--- src/rtl/joypad_pkg.sv ---
// Shared constants, filter state type and P1 nibble helper for the Game Boy joypad controller.
package joypad_pkg;

  localparam int unsigned BTN_RIGHT  = 0;
  localparam int unsigned BTN_LEFT   = 1;
  localparam int unsigned BTN_UP     = 2;
  localparam int unsigned BTN_DOWN   = 3;
  localparam int unsigned BTN_A      = 4;
  localparam int unsigned BTN_B      = 5;
  localparam int unsigned BTN_SELECT = 6;
  localparam int unsigned BTN_START  = 7;

  localparam int unsigned P1_SEL_DIR = 4;
  localparam int unsigned P1_SEL_ACT = 5;

  localparam logic [7:0] P1_RESET = 8'hFF;

  typedef enum logic {
    STABLE  = 1'b0,
    PENDING = 1'b1
  } filt_state_t;

  // Active-low P1 nibble; sel = {P15, P14}, a low select line enables its button group.
  function automatic logic [3:0] p1_nibble(input logic [7:0] btn, input logic [1:0] sel);
    logic [3:0] dir;
    logic [3:0] act;
    dir = ~btn[3:0];
    act = ~btn[7:4];
    return (sel[0] ? 4'hF : dir) & (sel[1] ? 4'hF : act);
  endfunction

endpackage

--- src/rtl/joypad_if.sv ---
// CPU-side P1 register port of the joypad controller: write strobe/data, read data and irq.
interface joypad_if;
  logic       wr_en;
  logic [7:0] wr_data;
  logic [7:0] rd_data;
  logic       irq;

  modport master (
    output wr_en,
    output wr_data,
    input  rd_data,
    input  irq
  );

  modport slave (
    input  wr_en,
    input  wr_data,
    output rd_data,
    output irq
  );
endinterface

--- src/rtl/button_filter.sv ---
// One button: 2-flop synchronizer followed by a strobe-sampled debounce filter.
module button_filter
  import joypad_pkg::*;
#(
  parameter int unsigned STABLE_SAMPLES = 8
) (
  input  logic clk,
  input  logic reset,
  input  logic strobe,
  input  logic raw,
  output logic stable
);

  localparam int unsigned CntW = $clog2(STABLE_SAMPLES + 1);
  localparam logic [CntW-1:0] CntMax = CntW'(STABLE_SAMPLES);

  logic [1:0]      sync_q;
  filt_state_t     state_q, state_d;
  logic [CntW-1:0] cnt_q, cnt_d;
  logic            stable_q, stable_d;
  logic            sample;

  assign sample = sync_q[1];
  assign stable = stable_q;

  always_comb begin
    state_d  = state_q;
    cnt_d    = cnt_q;
    stable_d = stable_q;
    if (strobe) begin
      unique case (state_q)
        STABLE: begin
          if (sample != stable_q) begin
            if (STABLE_SAMPLES == 1) begin
              stable_d = ~stable_q;
              cnt_d    = '0;
            end else begin
              cnt_d   = CntW'(1);
              state_d = PENDING;
            end
          end
        end
        PENDING: begin
          if (sample == stable_q) begin
            cnt_d   = '0;
            state_d = STABLE;
          end else if (cnt_q + CntW'(1) == CntMax) begin
            stable_d = ~stable_q;
            cnt_d    = '0;
            state_d  = STABLE;
          end else begin
            cnt_d = cnt_q + CntW'(1);
          end
        end
        default: state_d = STABLE;
      endcase
    end
  end

  always_ff @(posedge clk) begin
    if (reset) begin
      sync_q   <= 2'b00;
      state_q  <= STABLE;
      cnt_q    <= '0;
      stable_q <= 1'b0;
    end else begin
      sync_q   <= {sync_q[0], raw};
      state_q  <= state_d;
      cnt_q    <= cnt_d;
      stable_q <= stable_d;
    end
  end

endmodule

--- src/rtl/joypad_ctrl.sv ---
// Joypad controller: sample prescaler, eight debounce filters, P1 register and joypad irq.
// Define JOYPAD_IRQ_EN to build the interrupt logic; otherwise irq is tied low.
module joypad_ctrl
  import joypad_pkg::*;
#(
  parameter int unsigned SAMPLE_DIV     = 50000,
  parameter int unsigned STABLE_SAMPLES = 8
) (
  input  logic       clk,
  input  logic       reset,
  input  logic [7:0] btn_raw,
  output logic [7:0] btn_state,
  joypad_if.slave    bus
);

  localparam int unsigned PreW = $clog2(SAMPLE_DIV);
  localparam logic [PreW-1:0] PreLast = PreW'(SAMPLE_DIV - 1);

  logic [PreW-1:0] pre_q, pre_d;
  logic            strobe;
  logic [1:0]      sel_q;
  logic [3:0]      nibble;

  assign strobe = (pre_q == PreLast);

  always_comb begin
    pre_d = strobe ? '0 : pre_q + PreW'(1);
  end

  always_ff @(posedge clk) begin
    if (reset) begin
      pre_q <= '0;
      sel_q <= P1_RESET[P1_SEL_ACT:P1_SEL_DIR];
    end else begin
      pre_q <= pre_d;
      if (bus.wr_en) begin
        sel_q <= bus.wr_data[P1_SEL_ACT:P1_SEL_DIR];
      end
    end
  end

  for (genvar i = 0; i < 8; i++) begin : g_btn
    button_filter #(
      .STABLE_SAMPLES(STABLE_SAMPLES)
    ) u_filter (
      .clk   (clk),
      .reset (reset),
      .strobe(strobe),
      .raw   (btn_raw[i]),
      .stable(btn_state[i])
    );
  end

  always_comb begin
    nibble      = p1_nibble(btn_state, sel_q);
    bus.rd_data = {2'b11, sel_q, nibble};
  end

`ifdef JOYPAD_IRQ_EN
  logic [3:0] nib_q;
  logic       irq_q;

  // Any 1->0 nibble bit raises irq, whether from a button flip or a select write.
  always_ff @(posedge clk) begin
    if (reset) begin
      nib_q <= 4'hF;
      irq_q <= 1'b0;
    end else begin
      nib_q <= nibble;
      irq_q <= |(nib_q & ~nibble);
    end
  end

  assign bus.irq = irq_q;
`else
  assign bus.irq = 1'b0;
`endif

endmodule

--- src/flat_wrapper.sv ---
// flat-port wrapper written by rule: the top's interface ports become plain ports
module joypad_ctrl_flat import joypad_pkg::*;
#(
  parameter int unsigned SAMPLE_DIV     = 50000,
  parameter int unsigned STABLE_SAMPLES = 8
)
  (clk, reset, btn_raw, btn_state, bus_wr_en, bus_wr_data, bus_rd_data, bus_irq);
  joypad_if bus_i ();
  input  logic clk;
  input  logic reset;
  input  logic [7:0] btn_raw;
  output logic [7:0] btn_state;
  input wire logic [$bits(bus_i.wr_en)-1:0] bus_wr_en;
  input wire logic [$bits(bus_i.wr_data)-1:0] bus_wr_data;
  output wire logic [$bits(bus_i.rd_data)-1:0] bus_rd_data;
  output wire logic [$bits(bus_i.irq)-1:0] bus_irq;
  assign bus_i.wr_en = bus_wr_en;
  assign bus_i.wr_data = bus_wr_data;
  assign bus_rd_data = bus_i.rd_data;
  assign bus_irq = bus_i.irq;
  joypad_ctrl #(.SAMPLE_DIV(SAMPLE_DIV), .STABLE_SAMPLES(STABLE_SAMPLES)) u_core (.clk(clk), .reset(reset), .btn_raw(btn_raw), .btn_state(btn_state), .bus(bus_i));
endmodule
--- config.mk ---
export PLATFORM = sky130hd
export DESIGN_NAME = joypad_ctrl_flat
export DESIGN_NICKNAME = d
export VERILOG_FILES = /design/src/rtl/joypad_pkg.sv /design/src/rtl/joypad_if.sv /design/src/rtl/button_filter.sv /design/src/rtl/joypad_ctrl.sv /design/src/flat_wrapper.sv
export SDC_FILE = /design/constraint.sdc
export NUM_CORES = 1
export LEC_CHECK = 0
export CELL_PAD_IN_SITES_DETAIL_PLACEMENT = 0
export CELL_PAD_IN_SITES_GLOBAL_PLACEMENT = 1
export CORE_MARGIN = 2
export CORE_UTILIZATION = 47
export DETAILED_ROUTE_END_ITERATION = 8
export PLACE_DENSITY = 0.87
export SYNTH_ARGS = -nofsm -noshare
export SYNTH_HDL_FRONTEND = slang
export SYNTH_SLANG_ARGS = --single-unit
--- constraint.sdc ---
create_clock -name clk -period 3.4 [get_ports clk]
set_clock_uncertainty 0.2 [all_clocks]
set_input_delay 0.85 -clock clk [delete_from_list [all_inputs] [get_ports clk]]
set_output_delay 0.85 -clock clk [all_outputs]
set_load 0.01 [all_outputs]
==> results summary, run 1 <==
The worst setup path is of the reg2out kind. The kind of launch point of the worst setup path is a register. The first global-routing pass estimated 13400 um of wire. Counting I/O delays and the setup requirement, the final critical path takes 2720 ps. Final hold analysis gives a worst-case slack of 238 ps. The core region is 8220 um2.

The floorplan die area is 9260 um2. sky130_fd_sc_hd__dfxtp_1 takes more of the synthesized area than any other cell. The post-CTS setup buffer count came out at 0. The layout cell share with drive strength beyond 1 is 0.0496.

The endpoint kind of the worst setup timing path is a primary output. The number of antenna-violating nets in the routed design is 0. The area added between synthesis and finish came out at 11.3%. The number of unique standard cell types used by synthesis came out at 50. Routability-driven placement finished with a final weighted congestion of 0.783.

The maximum achievable frequency is 368 MHz. After detailed routing, the average wire length per cell comes to 14.0 um. The maximum ir drop on the vdd rail is 0.239 mV. The detailed router finished its first iteration with 153 violations. Headroom to the max-slew limit came out at 0.639. The vertical die dimension came out at 96.2 um. The number of hold violations in the final report came out at 0. The count of boundary I/O pins is 36. The share of async-settable or async-resettable flops after synthesis is 0. The total number of clock tree sinks came out at 82.

The max-cap violation count came out at 0. The H-tree depth reported by CTS came out at 3. The final design instance area without fill came out at 4450 um2. The floorplan has 33 rows.

The tightest min-delay check is of the reg2reg type. The detail-routed via count per cell came out at 5.81. Counting flops with a built-in enable in the synthesized netlist gives 0. The slowest stage of the critical path is the sky130_fd_sc_hd__clkdlybuf4s50_1 cell. At the later pin of the worst-skew pair, clock insertion delay measures 340 ps. For this run, the leading register cell type out of synthesis is sky130_fd_sc_hd__dfxtp_1. By count the netlist is led by sky130_fd_sc_hd__dfxtp_1, sky130_fd_sc_hd__a21oi_1, sky130_fd_sc_hd__nor2_1, sky130_fd_sc_hd__o21ai_0, sky130_fd_sc_hd__nand2_1. The die is 96.2 um wide. During placement, the flow inserted port buffers numbering 26.

The total congestion overflow is 0. The number of global-route vias before repair came out at 2936. The register area share after synthesis is 0.411. Yosys attributes the largest share of cell area to sky130_fd_sc_hd__dfxtp_1, sky130_fd_sc_hd__a21oi_1, sky130_fd_sc_hd__nor2b_1, sky130_fd_sc_hd__o21ai_0, sky130_fd_sc_hd__xor2_1.

The highest net fanout along the worst path is 5. The final-report setup violation count is 0. The largest buffer count on any clock path came out at 2. Setup repair after global routing left no endpoint under its margin. The final wirelength is 7990 um.

The mean instance size in the synthesized netlist is 8.84 um2. For this configuration, the core starts out at a cell density of 0.487. Summing over every cut layer, the via total after detailed routing is 3308. The placed wire-length estimate after detailed placement came out at 5240 um. The fraction of synthesized cell area taken by the top area cell type came out at 0.411. The critical path goes through inv_1, a22oi_1, clkdlybuf4s50_1. TritonCTS built the clock tree.

The flow ran to the end, and the final reports show no timing, DRC or antenna violations. The initial antenna violation count came out at 0. The first detailed-routing pass ran for 4 iterations. In this run, post-CTS repair resized a total of 0 instances. The arrival time reported for the critical path endpoint came out at 1670 ps. The clock slew at the register clock pins of the worst setup and hold paths came out at 90 ps. The yosys synthesis warning count came out at 0.

The power per unit of standard cell area came out at 408 nW/um2. The number of cells produced by synthesis is 452. For the pin with the worst max-slew slack, the measured transition is 542 ps. The number of max-slew violations in the final report is 0.

The total DRC errors in the routed layout is 0. The worst endpoint required time came out at 2350 ps. Synthesis inferred 82 register bits.

The post-synth design cell area is 4000 um2. The number of CTS-inserted buffers is 9. The peak per-stage delay on the critical path is 590 ps. Among all cell types in the netlist, the one instantiated most often is sky130_fd_sc_hd__dfxtp_1. The share of the cycle needed by the critical path after routing came out at 0.799. The overall fraction of global-route tracks in use is 0.182. The clock tree root buffer cell is sky130_fd_sc_hd__clkbuf_8. The cell area after placement came out at 4230 um2.

For the final routed database, the setup TNS stands at 0 ps. The post-layout net count is 487. The number of buffers inserted by hold repair at cts is 0.

The static leakage is 0.00158 uW. The repair_antennas step left the layout with diodes totalling 0. The maximum number of pins on one net before global-route repair is 52.
## flip-flops by register name (all words and copies together), names as in the netlist
signal,flops
u_core.g_btn.u_filter.cnt_q,32
u_core.g_btn.u_filter.sync_q,16
u_core.g_btn.u_filter.state_q,8
u_core.sel_q,2
u_core.g_btn.u_filter.stable,8
u_core.pre_q,16
## final cells by class
cell class | count | area (um2)
Multi-Input combinational cell | 324 | 2120
Clock inverter | 5 | 77.6
Fill cell | 738 | 3770
Inverter | 13 | 48.8
Clock buffer | 11 | 141
Tap cell | 105 | 131
Timing Repair Buffer | 29 | 290
Sequential cell | 82 | 1640
## metrics by stage
step                total power [uW]  setup WS [ps]  utilization  cells
floorplan                       1040           1540            -    453
global placement                1070           1030        0.515    553
detailed placement              1070           1050        0.515    553
CTS                             1840            660        0.541    569
global route                    1890            624        0.541    569
finish                          1820            682        0.541    569
## routing by layer
metal | wire length, um | share of wire | global-route usage | vias to the layer above
met5 | 0 | 0 | 0 | -
met1 | 3950 | 0.49 | 0.241 | 1570
li1 | - | - | - | 1661
met4 | 89 | 0.011 | 0.0679 | 0
met2 | 3670 | 0.46 | 0.292 | 71
met3 | 276 | 0.035 | 0.0360 | 6
## report_power, final
group	switching [uW]	internal, uW	total, uW
clock network	340	432	771
logic	37.4	26.4	63.8
registers	7.20	973	980
total	384	1430	1820
## worst max-delay path: cells and delay by family, from the launching register on
kind,cells,cell delay [ps]
AOI/OAI and AO/OA,1,280
buffers and inverters,2,710
DFF,1,350
## cell usage in the layout (no fill, tap or decap), drive strengths merged, types with 14 or more instances in the layout
cell,count
dfxtp,82
a21oi,40
o21ai,28
nor2,27
clkdlybuf4s50,25
nand2,23
nor2b,22
nand3,17
nand4,17
xor2,14
a31oi,14
## cells by family (layout without fill, tap and decap cells)
logic type                 after synthesis  in the layout  synth area share
adders and majority gates                9              9            0.0282
other                                    2              3           0.00188
and+or+nand+nor                        156            156             0.235
xor gates and xnor gates                21             21            0.0460
DFF                                     82             82             0.411
buffers and inverters                   47             58            0.0604
muxes                                    4              4            0.0100
AOI/OAI and AO/OA                      131            131             0.208
## path summary, 6_finish.rpt
kind | cells after the start | slack [ps] | endpoint | startpoint
hold reg to reg | 1 | 240 | u_core.g_btn[7].u_filter.sync_q[1]$_SDFF_PP0_ | u_core.g_btn[7].u_filter.sync_q[0]$_SDFF_PP0_
hold / removal | 1 | 240 | u_core.g_btn[7].u_filter.sync_q[1]$_SDFF_PP0_ | u_core.g_btn[7].u_filter.sync_q[0]$_SDFF_PP0_
setup / recovery | 3 | 680 | bus_rd_data[2] | u_core.sel_q[0]$_SDFFE_PP1P_
setup reg to reg | 6 | 1110 | u_core.g_btn[5].u_filter.cnt_q[0]$_SDFFE_PP0P_ | u_core.pre_q[0]$_SDFF_PP0_
No activity file was read; power rests on OpenSTA's default activity.
==> run 2, diff against run 1 <==
- CORE_UTILIZATION: 47 -> 44
- PLACE_DENSITY: 0.87 -> 0.83
- clock period: 3.4 -> 2.6 ns (I/O delays scaled with it)
==> results summary, run 2 (same netlist as run 1, synthesis figures left out) <==
The net switching power figure came out at 507 uW (was 384 uW). The number of CTS-inserted buffers came out at 9 (unchanged). The total stage count of the critical path is 3 (unchanged). The post-CTS setup buffer count came out at 0 (unchanged). The final wirelength is 7970 um (was 7990 um). Unrepaired setup endpoints after global routing: false (unchanged). The largest buffer count on any clock path came to 2 (unchanged).

The shortest period the worst path allows came out at 2430 ps. The fraction of power consumed by the clock network is 0.394 (was 0.425). The floorplan die area came to 9860 um2 (was 9260 um2). Critical Path, Cell by Cell: inv_1, a22oi_1, clkdlybuf4s50_1 (unchanged).

The number of antenna-violating nets in the routed design is 0 (unchanged). The switching power share of the total was 0.225 (was 0.212). The static leakage came to 0.00157 uW (was 0.00158 uW). The hold slack came out at 252 ps (was 238 ps). Run status: finished, final reports clean (unchanged).

The critical hold path startpoint is u_core.pre_q[0]$_SDFF_PP0_ (was u_core.g_btn[7].u_filter.sync_q[0]$_SDFF_PP0_). The detail-routed via count per cell came out at 5.65 (was 5.81). The met1 routing resource usage after global routing was 0.229 (was 0.241).

The clock insertion delay at the later pin of the skew report is 350 ps (was 340 ps). The final-report setup violation count was 0 (unchanged). The number of resized instances in the post-cts repair step is 0 (unchanged). The met3 track demand over resource in global routing came out at 0.0471 (was 0.0360). The total DRC errors in the routed layout came out at 0 (unchanged). The horizontal die dimension came out at 99.3 um (was 96.2 um).

The clock tree from TritonCTS is yes (unchanged). The worst endpoint required time is 1750 ps (was 2350 ps). The number of diodes added for antenna fixing is 0 (unchanged).

The detailed router's first-iteration violation count came out at 158 (was 153). The highest net fanout along the worst path is 5 (unchanged). The overall fraction of global-route tracks in use came out at 0.169 (was 0.182). The count of fill cells added during filler insertion came out at 850 (was 738). The peak per-stage delay on the critical path came out at 570 ps (was 590 ps). The area added between synthesis and finish is 10.9% (was 11.3%).

The internal portion of total power was 1740 uW (was 1430 uW). The number of flip-flops in the largest register came out at 32 (unchanged). The type of the worst min-delay path is reg2reg (unchanged). The portion of total power attributed to sequential cells is 0.569 (was 0.540).

The initial core utilization came out at 0.456 (was 0.487). The layout cell share with drive strength beyond 1 came to 0.0516 (was 0.0496). The number of hold violations in the final report came out at 0 (unchanged). Biggest registers after layout: u_core.g_btn.u_filter.cnt_q (32), u_core.g_btn.u_filter.sync_q (16), u_core.pre_q (16) (unchanged). Most used cells in the layout excluding fill and tap cells: sky130_fd_sc_hd__dfxtp_1, sky130_fd_sc_hd__a21oi_1, sky130_fd_sc_hd__nor2_1, sky130_fd_sc_hd__o21ai_0, sky130_fd_sc_hd__clkdlybuf4s50_1 (unchanged). The combined buffer and inverter count along the critical path was 2 (unchanged). Derived from the worst setup path, the maximum achievable clock frequency is 412 MHz.

The area of the multi-input gates came to 2120 um2 (unchanged). The most frequent standard cell in the layout excluding fill and tap cells is sky130_fd_sc_hd__dfxtp_1 (unchanged). The wire length of the first global-routing pass is 13600 um (was 13400 um). The endpoint kind of the worst setup timing path is a primary output (unchanged).

The slew of the pin with the lowest slew margin came out at 544 ps (was 542 ps). The standard cell core area came to 8760 um2 (was 8220 um2). The placed wire-length estimate after detailed placement came to 5300 um (was 5240 um).

The H-tree depth reported by CTS came out at 3 (unchanged). The count of boundary I/O pins came out at 36 (unchanged). The clock slew at the register clock pins of the worst setup and hold paths is 80 ps (was 90 ps). The maximum ir drop on the vdd rail was 0.285 mV (was 0.239 mV). The most crowded layer after global routing is met2 (unchanged).

The startpoint of the worst-slack reg-to-reg timing path is u_core.pre_q[0]$_SDFF_PP0_ (unchanged). The max-cap violation count was 0 (unchanged). The initial antenna violation count is 0 (unchanged).

The total number of clock tree sinks came out at 82 (unchanged). The headroom to the max-slew limit was 0.636 (was 0.639). The launching instance or port of the critical path is u_core.sel_q[0]$_SDFFE_PP1P_ (unchanged).

Dividing the final minimum period by the clock period gives 0.933. The combinational cell fraction of total power was 0.037 (was 0.035). The overall power consumption is 2250 uW (was 1820 uW).

The number of stages on the worst hold path is 1 (unchanged). The iteration count of the initial detailed-routing pass is 4 (unchanged). The type of the worst setup path is reg2out (unchanged). The total via count in the routed design came out at 3235 (was 3308).

The power per unit of standard cell area came out at 508 nW/um2 (was 408 nW/um2). The number of global-route vias before repair came out at 2916 (was 2936). The total congestion overflow is 0 (unchanged). The total number of placement rows was 34 (was 33). The maximum number of pins on one net before global-route repair is 47 (was 52). The routability congestion estimate from global placement was 0.813 (was 0.783). The kind of launch point of the worst setup path is a register (unchanged). The arrival time reported for the critical path endpoint is 1580 ps (was 1670 ps).

The clock tree root buffer cell was sky130_fd_sc_hd__clkbuf_8 (unchanged). The area used by sequential logic in the layout came out at 1640 um2 (unchanged). The number of buffers inserted by hold repair at cts is 0 (unchanged).

The logic depth of the worst register-to-register path is 6 (unchanged). The vertical die dimension came out at 99.3 um (was 96.2 um). The number of max-slew violations in the final report is 0 (unchanged).

The slowest cell on the critical path is sky130_fd_sc_hd__clkdlybuf4s50_1 (unchanged). The average routed wire per standard cell is 13.9 um (was 14.0 um). The number of buffers added on ports was 26 (unchanged). The post-layout net count came out at 489 (was 487). The met2 usage was 0.266 (was 0.292). The top register by number of flip-flops is u_core.g_btn.u_filter.cnt_q (unchanged). The top cell family by delay on the critical path is buffers and inverters (unchanged). The setup TNS after final layout was 0 ps (unchanged).
==> run 2: cell count changes in the layout (fill, tap and decap cells not counted), sizes merged <==
cell | previous run | this run
buf | 4 | 6
bufinv | 2 | 1
clkbuf | 11 | 10
clkinv | 2 | 3
==> run 2: worst reg2reg max path, delay by kind of cell (launching register included) <==
| family | cells | cell delay (ps) |
|---|---|---|
| and+or+nand+nor | 4 | 870 |
| DFF | 1 | 360 |
| buffers and inverters | 1 | 250 |
| adders and majority gates | 1 | 200 |
==> run 2: worst paths after layout <==
check	slack, ps	to
min	250	u_core.pre_q[0]$_SDFF_PP0_
max	170	bus_rd_data[0]
max reg2reg	600	u_core.pre_q[7]$_SDFF_PP0_
min reg2reg	250	u_core.pre_q[0]$_SDFF_PP0_
==> run 2: final cells by class <==
type                            count  share of cell area
Timing Repair Buffer               31              0.0689
Clock inverter                      5              0.0127
Inverter                           13              0.0110
Sequential cell                    82               0.370
Multi-Input combinational cell    324               0.478
Tap cell                          108              0.0305
Clock buffer                       10              0.0288
==> run 2: power by group through the flow <==
stage / sequential, uW / combinational, uW / clock [uW]
2_1_floorplan: 1310 / 51.0 / 0
3_3_place_gp: 1310 / 84.4 / 0
3_5_place_dp: 1310 / 85.3 / 0
4_1_cts: 1280 / 85.4 / 913
5_1_grt: 1280 / 94.3 / 971
6_report: 1280 / 84.4 / 886
==> run 2: metrics by stage <==
step / utilization / instance area (um2) / cells / worst slack [ps]
2_1_floorplan: - / 4000 / 453 / 839
3_3_place_gp: 0.485 / 4250 / 558 / 523
3_5_place_dp: 0.485 / 4250 / 558 / 509
4_1_cts: 0.506 / 4430 / 573 / 123
5_1_grt: 0.506 / 4430 / 573 / 78.9
6_report: 0.506 / 4430 / 573 / 173
==> run 2: per-layer routing <==
layer	wire length, um	vias to the layer above
met3	300	8
met2	3640	45
met1	3950	1508
met5	0	-
met4	77	0
li1	-	1674
